==> config.mk <==
export PLATFORM = sky130hd
export DESIGN_NAME = pingpong_sched
export DESIGN_NICKNAME = d
export VERILOG_FILES = /design/src/rtl/accel_pkg.sv /design/src/rtl/pingpong_sched_hs_track.sv /design/src/rtl/pingpong_sched.sv
export SDC_FILE = /design/constraint.sdc
export NUM_CORES = 1
export LEC_CHECK = 0
export CAP_MARGIN = 20
export CORE_MARGIN = 4
export CORE_UTILIZATION = 42
export DETAILED_ROUTE_END_ITERATION = 7
export GPL_ROUTABILITY_DRIVEN = 0
export PLACE_DENSITY = 0.62
export SLEW_MARGIN = 25
export SYNTH_ARGS = -nofsm -noshare
export SYNTH_HDL_FRONTEND = slang
export SYNTH_SLANG_ARGS = --single-unit
==> constraint.sdc <==
create_clock -name clk -period 3.28 [get_ports clk]
set_clock_uncertainty 0.2 [all_clocks]
set_input_delay 0.656 -clock clk [delete_from_list [all_inputs] [get_ports clk]]
set_output_delay 0.656 -clock clk [all_outputs]
set_load 0.01 [all_outputs]
==> src/rtl/accel_pkg.sv <==
// Shared accelerator types: buffer role codes and scheduler states.
// A buffer is idle, being word-loaded (m0) or feeding the PE bus (m1).
package accel_pkg;

  localparam logic [1:0] BUF_IDLE = 2'd0;
  localparam logic [1:0] BUF_M0   = 2'd1;
  localparam logic [1:0] BUF_M1   = 2'd2;

  typedef enum logic [2:0] {
    PP_IDLE,
    PP_FILL,
    PP_OVERLAP,
    PP_DRAIN,
    PP_FIN
  } pp_state_t;

  // Role of buffer `sel` given both engines' outstanding work.
  function automatic logic [1:0] buf_mode(
    input logic sel,
    input logic ld_pend,
    input logic ld_sel,
    input logic cp_pend,
    input logic cp_sel
  );
    if (ld_pend && (ld_sel == sel)) return BUF_M0;
    if (cp_pend && (cp_sel == sel)) return BUF_M1;
    return BUF_IDLE;
  endfunction

endpackage

==> src/rtl/pingpong_sched_hs_track.sv <==
// Pending/done bookkeeping for one engine handshake.
// A done counts only after the go cycle while work is outstanding.
module hs_track (
  input  logic clk_i,
  input  logic rst_i,
  input  logic clr_i,
  input  logic go_i,
  input  logic done_i,
  output logic pend_o,
  output logic acc_o,
  output logic bad_o
);

  logic pend_q;

  assign acc_o  = done_i & pend_q;
  assign bad_o  = done_i & ~pend_q;
  assign pend_o = go_i | pend_q;

  always_ff @(posedge clk_i) begin
    if (rst_i || clr_i) begin
      pend_q <= 1'b0;
    end else begin
      pend_q <= go_i | (pend_q & ~acc_o);
    end
  end

endmodule

==> src/rtl/pingpong_sched.sv <==
// Double-buffer scheduler: loads one buffer while the other computes,
// swapping roles every tile.
module pingpong_sched
  import accel_pkg::*;
#(
  parameter int TILE_W = 8
) (
  input  logic              clk,
  input  logic              rst,
  input  logic              start,
  input  logic              abort,
  input  logic [TILE_W-1:0] n_tiles,
  output logic              ld_go,
  output logic              ld_sel,
  output logic [TILE_W-1:0] ld_tile,
  input  logic              ld_done,
  output logic              cp_go,
  output logic              cp_sel,
  output logic [TILE_W-1:0] cp_tile,
  input  logic              cp_done,
  output logic [1:0]        f_mode,
  output logic [1:0]        s_mode,
  output logic              busy,
  output logic              done,
  output logic              err
);

  pp_state_t         state_q;
  logic              cur_q;
  logic [TILE_W-1:0] cnt_q;
  logic [TILE_W-1:0] n_q;
  logic              ld_go_q, ld_sel_q;
  logic              cp_go_q, cp_sel_q;
  logic [TILE_W-1:0] ld_tile_q, cp_tile_q;
  logic              ld_got_q, cp_got_q;
  logic              busy_q, done_q, err_q;

  logic ld_pend, ld_acc, ld_bad;
  logic cp_pend, cp_acc, cp_bad;
  logic ld_all_d, cp_all_d;

  hs_track u_ld (
    .clk_i  (clk),
    .rst_i  (rst),
    .clr_i  (abort),
    .go_i   (ld_go_q),
    .done_i (ld_done),
    .pend_o (ld_pend),
    .acc_o  (ld_acc),
    .bad_o  (ld_bad)
  );

  hs_track u_cp (
    .clk_i  (clk),
    .rst_i  (rst),
    .clr_i  (abort),
    .go_i   (cp_go_q),
    .done_i (cp_done),
    .pend_o (cp_pend),
    .acc_o  (cp_acc),
    .bad_o  (cp_bad)
  );

  assign ld_all_d = ld_got_q | ld_acc;
  assign cp_all_d = cp_got_q | cp_acc;

  always_ff @(posedge clk) begin
    if (rst) begin
      state_q   <= PP_IDLE;
      cur_q     <= 1'b0;
      cnt_q     <= '0;
      n_q       <= '0;
      ld_go_q   <= 1'b0;
      ld_sel_q  <= 1'b0;
      ld_tile_q <= '0;
      cp_go_q   <= 1'b0;
      cp_sel_q  <= 1'b0;
      cp_tile_q <= '0;
      ld_got_q  <= 1'b0;
      cp_got_q  <= 1'b0;
      busy_q    <= 1'b0;
      done_q    <= 1'b0;
      err_q     <= 1'b0;
    end else begin
      ld_go_q <= 1'b0;
      cp_go_q <= 1'b0;
      done_q  <= 1'b0;
      if (abort) begin
        state_q  <= PP_IDLE;
        busy_q   <= 1'b0;
        ld_got_q <= 1'b0;
        cp_got_q <= 1'b0;
      end else begin
        if (ld_bad || cp_bad) err_q <= 1'b1;
        unique case (state_q)
          PP_IDLE: begin
            if (start) begin
              err_q  <= 1'b0;
              n_q    <= n_tiles;
              busy_q <= 1'b1;
              cur_q  <= 1'b0;
              if (n_tiles == '0) begin
                state_q <= PP_FIN;
              end else begin
                state_q   <= PP_FILL;
                ld_go_q   <= 1'b1;
                ld_sel_q  <= 1'b0;
                ld_tile_q <= '0;
                cnt_q     <= TILE_W'(1);
              end
            end
          end
          PP_FILL: begin
            if (ld_acc) begin
              cp_go_q   <= 1'b1;
              cp_sel_q  <= cur_q;
              cp_tile_q <= '0;
              if (n_q == TILE_W'(1)) begin
                state_q <= PP_DRAIN;
              end else begin
                state_q   <= PP_OVERLAP;
                ld_go_q   <= 1'b1;
                ld_sel_q  <= ~cur_q;
                ld_tile_q <= cnt_q;
                cnt_q     <= cnt_q + TILE_W'(1);
              end
            end
          end
          PP_OVERLAP: begin
            if (ld_all_d && cp_all_d) begin
              // Freshly loaded buffer becomes the compute side.
              ld_got_q  <= 1'b0;
              cp_got_q  <= 1'b0;
              cur_q     <= ~cur_q;
              cp_go_q   <= 1'b1;
              cp_sel_q  <= ~cur_q;
              cp_tile_q <= cnt_q - TILE_W'(1);
              if (cnt_q == n_q) begin
                state_q <= PP_DRAIN;
              end else begin
                ld_go_q   <= 1'b1;
                ld_sel_q  <= cur_q;
                ld_tile_q <= cnt_q;
                cnt_q     <= cnt_q + TILE_W'(1);
              end
            end else begin
              ld_got_q <= ld_all_d;
              cp_got_q <= cp_all_d;
            end
          end
          PP_DRAIN: begin
            if (cp_acc) begin
              state_q <= PP_FIN;
              done_q  <= 1'b1;
            end
          end
          PP_FIN: begin
            // Empty layers arrive without done armed; pulse it here.
            if (done_q) begin
              state_q <= PP_IDLE;
              busy_q  <= 1'b0;
            end else begin
              done_q <= 1'b1;
            end
          end
          default: state_q <= PP_IDLE;
        endcase
      end
    end
  end

  assign ld_go   = ld_go_q;
  assign ld_sel  = ld_sel_q;
  assign ld_tile = ld_tile_q;
  assign cp_go   = cp_go_q;
  assign cp_sel  = cp_sel_q;
  assign cp_tile = cp_tile_q;
  assign busy    = busy_q;
  assign done    = done_q;
  assign err     = err_q;
  assign f_mode  = buf_mode(1'b0, ld_pend, ld_sel_q, cp_pend, cp_sel_q);
  assign s_mode  = buf_mode(1'b1, ld_pend, ld_sel_q, cp_pend, cp_sel_q);

endmodule
Word level (Yosys, flattened, before mapping). Cells that the tools add are included. Widths: inputs -> output; s select.

Bits in registers: 47. Logic and storage cells: 147.

Add/subtract/negate cells: 2. Equal/unequal tests: 15. Multiplexer cells: 73. Bitwise logic cells: 20. Reduce and logical (&&, ||, !) cells: 20.

Operator list (number): $mux 8 (14); $pmux 8 s3 (2); $mux 1 (33); $mux 3 (7); $ne 2x2->1 const B (9); $mux 2 (8); $pmux 8 s2 (1); $pmux 3 s5 (1); $pmux 1 s2 (5); $add 8x1->8 const B (1); $eq 8x1->1 const B (1); $eq 8x8->1 (1); $logic_not 8->1 (1); $not 1->1 (8); $reduce_and 4->1 (2); $reduce_and 8->1 (1); $sub 8x1->8 const B (1); $and 1x1->1 (6); $eq 3x2->1 const B (2); $or 1x1->1 (6); $pmux 1 s3 (2); $reduce_and 3->1 (2); $reduce_and 6->1 (1); $reduce_bool 2->1 (3); other kinds (7) (12).

Longest topological paths before layout. Gate-level depths: netlist of the first run.

Depth in word-level cells: 6. Gate-level depth with buffers: 10.

Hierarchy. From an unflattened synthesis of the first run, not the netlist that was laid out.

Cell total of the unflattened synthesis: 318. Area total of the unflattened synthesis: 2670.1 sq um.

Modules (own cells, without submodules): pingpong_sched (times used 1, cells each 304, area each 2549.9 sq um, seq. area each 900.9 sq um); hs_track (times used 2, cells each 7, area each 60.1 sq um, seq. area each 20.0 sq um).

Least setup slack after synthesis of the first run. OpenSTA, ideal clock, no wires.

Path type: input port to flip-flop. Start point: in n_tiles[7]. End point: reg ld_tile_q[7], in the netlist ld_tile[7]. Library setup time: 96 ps. Data arrival time: 1992 ps. Data required time: 2984 ps. Path slack: 992 ps. Stages: 7. Buffers on the path: 2. Path through: nor4_1 -> a21bo_2 -> a21o_1 -> buf_1 -> clkbuf_1 -> o311ai_0 -> o41ai_2.

Word-level cells in the longest chain between the ends: 3.

Ends and longest elaborated chain: start, declared (line pingpong_sched.sv:12) `input logic [TILE_W-1:0] n_tiles,`; $logic_not 8->1 (line pingpong_sched.sv:102) `if (n_tiles == '0) begin`; $ne 2x2->1 (no line); $reduce_and 8->1 (no line); end signal, assigned (line pingpong_sched.sv:124) `ld_tile_q <= cnt_q;`; end signal, assigned (line pingpong_sched.sv:143) `ld_tile_q <= cnt_q;`; end, declared (line pingpong_sched.sv:34) `logic [TILE_W-1:0] ld_tile_q, cp_tile_q;`.

Every way passes these cells. A chain may end at the register's enable or synchronous reset.

Worst setup path in the final report of the first run.
Start point: in cp_done. End point: reg ld_tile_q[7], in the netlist ld_tile[7].

Word-level cells in the longest chain between the ends: 5.

Ends and longest elaborated chain: start, declared (line pingpong_sched.sv:20) `input logic cp_done,`; $and 1x1->1 (line pingpong_sched_hs_track.sv:16) `assign acc_o = done_i & pend_q;`; $or 1x1->1 (line pingpong_sched.sv:65) `assign cp_all_d = cp_got_q | cp_acc;`; $logic_and 1x1->1 (line pingpong_sched.sv:130) `if (ld_all_d && cp_all_d) begin`; $ne 2x2->1 (no line); $reduce_and 8->1 (no line).

Every way passes these cells.

==> flow_summary.json, run 1 <==
{
  "synth.avg_cell_area_sq_um": 8.48,
  "synth_mux_area_share_pct": 3.54,
  "syn2layout_area_growth_pct": 21.9,
  "synthXorXnorAreaFrac_pct": 4.82,
  "synth_edf_count": 0,
  "ys_ff_latch": 47,
  "final_nets": 351,
  "cp_num_buf_inv": 1,
  "critPathLaunchType": "input port",
  "first_global_vias": 2144,
  "layout.cells.most_common": "dfxtp_1",
  "fill_cells": 559,
  "synth_nets": 317,
  "cp_slowest_stage_delay_ns": 0.56,
  "cts_hold_buf": 0,
  "cp.arrival_ns": 2.67,
  "synth_seq_area_share_pct": 37.0,
  "fp-row-count": 28,
  "rsz0062_at_grt": "no",
  "die_h_um": 85.8,
  "cts_max_level": 2,
  "die-area_sq_um": 7370,
  "grt_first_pass_wirelength_um": 10600,
  "clock-sinks": 47,
  "worst_slack_ns": 0.617,
  "critPathCaptureType": "flop",
  "grt_max_degree": 35,
  "post_cts.repair.setup_buffers": 0,
  "crit_chain": "clkdlybuf4s50_1, a21oi_1, o21ai_4, o211ai_4, or3_1, o41ai_2",
  "dr.pass1.iters": 4,
  "syn_inst": 300,
  "grt.total_usage_pct": 17.8,
  "layout_common_cells": "dfxtp_1 (47), clkdlybuf4s50_1 (40), nor2_1 (30)",
  "powerDensity_nw_per_um2": 376,
  "slew_viol_final": 0,
  "r2r_slack_ns": 0.82,
  "ys_warn_count": 0,
  "worst_pin_slew_ns": 0.525,
  "drc": 0,
  "syn_area_sq_um": 2540,
  "synth-simple-area-share_pct": 22.7,
  "critical_path_class": "in2reg",
  "crit_path_top_delay_cell": "clkdlybuf4s50_1",
  "hp-class": "reg2reg",
  "cts_buffer_depth": 2,
  "required_ns": 3.29,
  "dr.first_iter.drc_count": 120,
  "tns_ns": 0,
  "drt-vias-per-instance": 5.72,
  "start_util_pct": 43.2,
  "ant_nets": 0,
  "max_freq_ghz": 0.375,
  "worstPathMaxFanout": 9,
  "die_x_um": 85.8,
  "cts_root_buffer": "clkbuf_8",
  "hold_viol": 0,
  "clkTransAtPathRegs_ns": 0.09,
  "ir_drop_mv": 0.204,
  "min_period_ns": 2.66,
  "cts_resized": 0,
  "dp_slack_ns": 0.323,
  "synth_flop_cell": "dfxtp_1",
  "num_antenna_cells": 0,
  "core_area_sq_um": 5890,
  "grt_overflow": 0,
  "clk_latency_ns": 0.30,
  "synth-compound-area-share_pct": 24.0,
  "wire_per_inst_um": 15.8,
  "critPathTopFamily": "compound AO/OA/AOI/OAI gates",
  "timing.final.crit_share_pct": 81.2,
  "dp_hpwl_um": 4740,
  "vias": 2345,
  "portBuffers": 40,
  "setup_viol": 0,
  "power_leakage_nw": 1.07,
  "relSlewSlack_pct": 64.1,
  "synth-adder-area-share_pct": 1.48,
  "cap_viol_max_count": 0,
  "antenna_found_initial": 0,
  "cts_buffers": 5,
  "drt_wl_total_um": 6470,
  "synth_cell_type_count": 56,
  "synth_top_family_by_area": "compound AO/OA/AOI/OAI gates",
  "ioPinCount": 41,
  "cts_tree": "yes",
  "synthArstFlopShare_pct": 0,
  "outcome": "complete, no violations",
  "drive_gt1_share_pct": 9.85
}
==> worst register-to-register path: stages (launching register included) <==
cell,delay (ns)
dfxtp_1,0.62
inv_2,0.13
nand3_4,0.14
inv_2,0.14
o21ai_4,0.14
o211ai_4,0.11
or3_1,0.56
o41ai_2,0.33
==> final cells by class <==
cell class,instances,area [sq um],area share (%)
multi-input cells,217,1450,46.6
flip-flops and latches,47,941,30.3
clock buffers,8,100,3.23
inverters,14,52.6,1.69
well taps,75,93.8,3.03
repair buffers,49,468,15.1
==> stage by stage <==
| stage | std cells | hold WS, ns | area (sq um) | power [mW] | utilization [%] |
|---|---|---|---|---|---|
| 4_1_cts | 410 | 0.262 | 3100 | 1.17 | 52.7 |
| 5_1_grt | 410 | 0.288 | 3100 | 1.22 | 52.7 |
| 3_5_place_dp | 402 | 0.250 | 3000 | 0.790 | 51.0 |
| 2_1_floorplan | 300 | 0.256 | 2540 | 0.725 | - |
| 6_report | 410 | 0.259 | 3100 | 1.17 | 52.7 |
| 3_3_place_gp | 402 | 0.239 | 3000 | 0.789 | 51.0 |
==> path summary, 6_finish.rpt <==
path | startpoint | end | cells after the start
min reg2reg | cp_tile[7] | cp_tile[7] | 2
min | cp_tile[7] | cp_tile[7] | 2
max reg2reg | state_q[2] | ld_tile[7] | 7
max | cp_done | ld_tile[7] | 6
==> synthesized netlist by cell type (6+ instances only) <==
master | number | area, sq um
o21ai_0 | 6 | 30.0
nand2_1 | 23 | 86.3
nand3_1 | 7 | 35.0
buf_2 | 10 | 50.1
nor2_1 | 30 | 113
clkbuf_1 | 7 | 26.3
nand4_1 | 10 | 62.6
o311ai_0 | 9 | 78.8
mux2i_1 | 9 | 90.1
a21oi_1 | 22 | 110
dfxtp_1 | 47 | 941
o41ai_1 | 7 | 61.3
nor3_1 | 11 | 55.1
inv_1 | 11 | 41.3
nor4_1 | 7 | 43.8
xnor2_1 | 12 | 105
==> logic make-up after synthesis <==
family / count (synthesis)
buffers and inverters: 36
and+or+nand+nor: 112
xor gates and xnor gates: 14
DFF: 47
muxes: 9
AOI/OAI and AO/OA: 79
adders and majority gates: 3
==> layer usage <==
metal	up-vias	track usage (%)	share of wire (%)	wire, um
met5	-	0	0	0
met2	61	27.5	45	2900
met4	0	5.61	1.3	83
met1	1099	25.8	49	3160
li1	1177	-	-	-
met3	8	2.31	4.9	317
==> registers in the layout, indices dropped and copies added, names as in the netlist, 3 cells and up <==
| name | cells |
|---|---|
| n_q | 8 |
| state_q | 3 |
| ld_tile | 8 |
| cp_tile | 8 |
| cnt_q | 8 |
==> power breakdown <==
group | internal (mW) | switching (mW) | total [mW]
registers | 0.582 | 0.0152 | 0.597
clock network | 0.193 | 0.196 | 0.388
logic | 0.0751 | 0.106 | 0.181
No activity file was read; power rests on OpenSTA's default activity.
==> inputs of run 2 (changes only) <==
Settings changed: PLACE_DENSITY 0.62 to 0.65.
Clock period 3.28 ns to 2.2 ns, I/O delays scaled along.
==> run 2 against run 1 <==
Compared with the run above: the run now ends with negative setup slack left; non-clock buffer count is 48 higher; sequential power increased by 48%; global-route usage is 1.2 points higher; clock-buffer cell count decreased by 3; register-to-register slack lost 0.73 ns; critical path depth rose by 1; combinational power grew 99%; die area unchanged; largest cell class unchanged; largest power group unchanged.
==> flow_summary.json, run 2 (same netlist as run 1, synthesis figures left out) <==
{
  "outcome": "complete, but fails checks",
  "violations": "negative setup slack",
  "clkTransAtPathRegs_ns": 0.10,
  "fill_cells": 541,
  "powerDensity_nw_per_um2": 535,
  "p_total_mw": 1.91,
  "hold_depth": 2,
  "dp_slack_ns": -0.403,
  "max_freq_ghz": 0.448,
  "ant_nets": 0,
  "fin_cells": 459,
  "min_to": "cp_tile[4]",
  "antenna_found_initial": 0,
  "r2r_cells": 6,
  "layout.cells.most_common": "buf_4",
  "cap_viol_max_count": 0,
  "start_util_pct": 43.2,
  "worstPathMaxFanout": 17,
  "cts_tree": "yes",
  "timing.rr.end": "state_q[0]",
  "post-route-util_pct": 60.5,
  "clock-sinks": 47,
  "num_antenna_cells": 0,
  "critPathLaunchType": "input port",
  "first_global_vias": 2321,
  "required_ns": 2.22,
  "grt_overflow": 0,
  "r2r_slack_ns": 0.09,
  "timing.final.crit_share_pct": 101,
  "dr.pass1.iters": 4,
  "hp-class": "reg2reg",
  "drive_gt1_share_pct": 25.3,
  "power_leakage_nw": 1.34,
  "dr.first_iter.drc_count": 278,
  "dp_hpwl_um": 5330,
  "cp.arrival_ns": 2.25,
  "critPathCaptureType": "flop",
  "rsz0062_at_grt": "yes",
  "ioPinCount": 41,
  "place_inst": 450,
  "worst_pin_slew_ns": 0.546,
  "die_h_um": 85.8,
  "relSlewSlack_pct": 62.7,
  "layout_common_cells": "buf_4 (57), dfxtp_1 (46), clkdlybuf4s50_1 (37)",
  "syn2layout_area_growth_pct": 40.1,
  "drt-vias-per-instance": 5.60,
  "die-area_sq_um": 7370,
  "cts_buffers": 5,
  "critical_path_class": "in2reg",
  "cts_hold_buf": 0,
  "portBuffers": 40,
  "fp-row-count": 28,
  "vias": 2570,
  "setup_viol": 2,
  "grt_max_degree": 20,
  "grt_first_pass_wirelength_um": 11300,
  "critPathLaunch": "n_tiles[6]",
  "hp-start": "cp_tile[4]",
  "drt_wl_total_um": 7100,
  "cts_root_buffer": "clkbuf_8",
  "final_nets": 400,
  "grt.total_usage_pct": 19.1,
  "die_x_um": 85.8,
  "hold_viol": 0,
  "reg2reg_from": "cnt_q[2]",
  "min_period_ns": 2.23,
  "slew_viol_final": 0,
  "wire_per_inst_um": 15.5,
  "cts_buffer_depth": 2,
  "worst_slack_ns": -0.0305,
  "cts_max_level": 2,
  "core_area_sq_um": 5890,
  "clk_latency_ns": 0.31,
  "drc": 0,
  "ir_drop_mv": 0.336
}
[run 2: changes by cell type in the layout (fill, tap and decap cells not counted), moves of 2 or more]
cell / previous run / this run
buf_4: 9 / 57
o311ai_0: 9 / 4
o311ai_1: 0 / 4
clkdlybuf4s50_1: 40 / 37
nor4_1: 6 / 3
nor4_2: 1 / 4
o41ai_1: 7 / 4
o41ai_2: 3 / 6
clkbuf_8: 7 / 5
dlygate4sd2_1: 0 / 2
nor3_1: 11 / 9
nor3_2: 0 / 2
[run 2: per-stage QoR]
step,TNS (ns),hold WS [ns],instance area [sq um]
2_1_floorplan,0,0.256,2540
3_3_place_gp,-6.86,0.240,3360
3_5_place_dp,-7.99,0.246,3360
4_1_cts,0,0.258,3480
5_1_grt,-0.445,0.286,3560
6_report,-0.0341,0.254,3560
[run 2: worst max-delay path, stage by stage]
cell,delay (ns)
clkdlybuf4s50_1,0.44
nor4_2,0.41
a21bo_2,0.20
a21o_1,0.18
buf_4,0.27
nor4_1,0.10
o32ai_1,0.21
[run 2: power by group]
group / leakage, nW / internal (mW) / switching, mW
registers: 0.381 / 0.868 / 0.0163
logic: 0.909 / 0.170 / 0.191
clock network: 0.0548 / 0.343 / 0.320
[run 2: metal layers]
metal | vias to the layer above | track usage [%] | routed length (um)
met2 | 81 | 29.3 | 3370
met4 | 0 | 5.90 | 61
met1 | 1207 | 27.3 | 3260
li1 | 1278 | - | -
met5 | - | 0 | 0
met3 | 4 | 3.17 | 407
[run 2: how the worst max path moves through the flow]
stage                      end  slack, ns  cells after the start
floorplan           ld_tile[7]       0.13                      7
global placement    ld_tile[7]      -0.35                      6
detailed placement  ld_tile[5]      -0.40                      6
CTS                 ld_tile[7]       0.01                      7
global route          cnt_q[5]       -0.1                      7
finish                cnt_q[5]      -0.03                      7
[run 2: area by class of cell]
class / instances / area, sq um / share of cell area (%)
Tap cell: 75 / 93.8 / 2.63
Inverter: 14 / 52.6 / 1.47
Timing Repair Buffer: 97 / 828 / 23.2
Clock buffer: 5 / 68.8 / 1.93
Multi-Input combinational cell: 218 / 1530 / 43.0
Sequential cell: 47 / 942 / 26.4
Clock inverter: 3 / 46.3 / 1.30
[run 2: repair_timing]
item / CTS / global route
resized for setup: 3 / 21
pin swaps: 0 / 1
cloned: 0 / 1
endpoints found under the setup margin: 11 / 23
setup buffers: 0 / 0
==> inputs of run 3 (changes only) <==
Settings changed: CORE_ASPECT_RATIO from default to 2, CTS_CLUSTER_SIZE from default to 24, PLACE_DENSITY 0.65 to 0.68.
==> run 3 against run 2 <==
Compared with the run above: the run now ends clean; sequential power hardly changed; non-clock buffer count is 6 higher; via count is 3.3% higher; design area is 3.5% higher; final cell count is 2.0% lower; register-to-register slack worse by 0.02 ns; clock power is 30% higher; largest cell class unchanged; largest power group unchanged; highest routed layer unchanged.
==> flow_summary.json, run 3 (same netlist as run 1, synthesis figures left out) <==
{
  "layout.cells.most_common": "buf_4",
  "cp_num_buf_inv": 3,
  "grt.total_usage_pct": 21.7,
  "crit_cells": 8,
  "num_antenna_cells": 0,
  "slew_viol_final": 0,
  "critical_path_class": "in2reg",
  "first_global_vias": 2697,
  "antenna_found_initial": 0,
  "die-area_sq_um": 7440,
  "cts_buffers": 5,
  "place_inst": 441,
  "crit_chain": "clkdlybuf4s50_1, a21oi_1, o21ai_4, o211ai_4, buf_4, buf_4, o31ai_1, and3_1",
  "timing.rr.end": "cnt_q[0]",
  "cts_max_level": 2,
  "sw_frac_of_total_pct": 25.5,
  "drt-vias-per-instance": 5.90,
  "required_ns": 2.24,
  "p_sw_mw": 0.542,
  "clock-sinks": 47,
  "cp.arrival_ns": 2.23,
  "portBuffers": 40,
  "post_dp_cell_area_sq_um": 3390,
  "worstPathMaxFanout": 14,
  "hold_viol": 0,
  "critPathLaunch": "ld_done",
  "grt_overflow": 0,
  "crit_path_end": "cnt_q[0]",
  "layout_common_cells": "buf_4 (60), dfxtp_1 (45), nor2_1 (30)",
  "cp_slowest_stage_delay_ns": 0.50,
  "hp-class": "reg2reg",
  "r2r_cells": 9,
  "die_x_um": 63.0,
  "final_nets": 405,
  "die_h_um": 118,
  "drt_wl_total_um": 7880,
  "dp_hpwl_um": 5940,
  "intPower_mw": 1.58,
  "cts_root_buffer": "clkbuf_16",
  "critPathTopFamily": "buffers and inverters",
  "max_freq_ghz": 0.457,
  "wire_per_inst_um": 17.5,
  "relSlewSlack_pct": 74.2,
  "reg2reg_from": "n_q[7]",
  "hold_depth": 2,
  "tns_ns": 0,
  "power_frac_seq_pct": 41.6,
  "power_leakage_nw": 1.49,
  "fin_cells": 450,
  "cts_buffer_depth": 2,
  "vias": 2656,
  "r2r_slack_ns": 0.07,
  "crit_path_top_delay_cell": "clkdlybuf4s50_1",
  "grt_first_pass_wirelength_um": 12900,
  "dr.first_iter.drc_count": 168,
  "cts_tree": "yes",
  "drc": 0,
  "dr.pass1.iters": 4,
  "clkTransAtPathRegs_ns": 0.06,
  "grt_max_degree": 34,
  "critPathLaunchType": "input port",
  "powerDensity_nw_per_um2": 576,
  "fin_area_sq_um": 3690,
  "ant_nets": 0,
  "core_area_sq_um": 5810,
  "clk_latency_ns": 0.29,
  "fp-row-count": 39,
  "crit_top_cell": "buf_4",
  "clock_power_share_pct": 40.6,
  "drive_gt1_share_pct": 27.0,
  "ir_drop_mv": 0.537,
  "worst_pin_slew_ns": 0.381,
  "outcome": "complete, no violations",
  "setup_viol": 0,
  "cap_viol_max_count": 0,
  "min_period_ns": 2.19,
  "ioPinCount": 41,
  "start_util_pct": 43.8,
  "critPathCaptureType": "flop",
  "syn2layout_area_growth_pct": 45.0,
  "timing.final.crit_share_pct": 99.5,
  "p_comb_share_pct": 17.8,
  "rsz0062_at_grt": "yes"
}
## run 3: metrics by stage
stage | worst slack [ns] | total power, mW | hold slack (ns) | utilization [%]
2_1_floorplan | 0.128 | 1.08 | 0.256 | -
3_3_place_gp | -0.342 | 1.25 | 0.242 | 58.4
3_5_place_dp | -0.383 | 1.25 | 0.248 | 58.4
4_1_cts | -0.000620 | 2.11 | 0.255 | 61.6
5_1_grt | -0.0735 | 2.20 | 0.283 | 63.5
6_report | 0.0117 | 2.12 | 0.252 | 63.5
## run 3: layout make-up
type / count / area (sq um)
Tap cell: 61 / 76.3
Clock buffer: 5 / 125
Fill cell: 511 / 2120
Inverter: 14 / 52.6
Multi-Input combinational cell: 217 / 1540
Sequential cell: 47 / 943
Clock inverter: 3 / 43.8
Timing Repair Buffer: 103 / 907
## run 3: how the worst min path moves through the flow
| stage | start | endpoint | slack, ns |
|---|---|---|---|
| after global routing | cp_tile[2] | cp_tile[2] | 0.28 |
| final | cp_tile[0] | cp_tile[0] | 0.25 |
| after detailed placement | cp_tile[2] | cp_tile[2] | 0.25 |
| after global placement | cp_tile[2] | cp_tile[2] | 0.24 |
| after CTS | cp_tile[0] | cp_tile[0] | 0.25 |
| after floorplan | ld_got_q | cp_go | 0.26 |
## run 3: worst register-to-register path, stage by stage (launching register included)
cell	delay, ns
dfxtp_1	0.32
nor4_2	0.27
buf_4	0.16
a21oi_1	0.07
buf_4	0.16
o211ai_4	0.17
buf_4	0.24
buf_4	0.17
o31ai_1	0.09
and3_1	0.18
## run 3: routing by layer
metal,wire [um],track usage (%)
met1,2840,21.9
met2,4440,41.4
met3,244,3.34
met4,357,10.8
met5,0,0
## run 3: power groups by stage
stage	clock network (mW)	registers, mW	logic [mW]
detailed placement	0	0.902	0.350
CTS	0.873	0.883	0.357
finish	0.862	0.884	0.378
floorplan	0	0.902	0.179
global route	0.908	0.886	0.410
global placement	0	0.902	0.346
## run 3: repair_timing
item / CTS / global route
hold endpoints to repair: 0 / 0
pin swaps: 0 / 3
hold buffers: 0 / 0
setup buffers: 0 / 0
resized for setup: 9 / 31
setup endpoints to repair: 9 / 22
gates cloned: 0 / 1
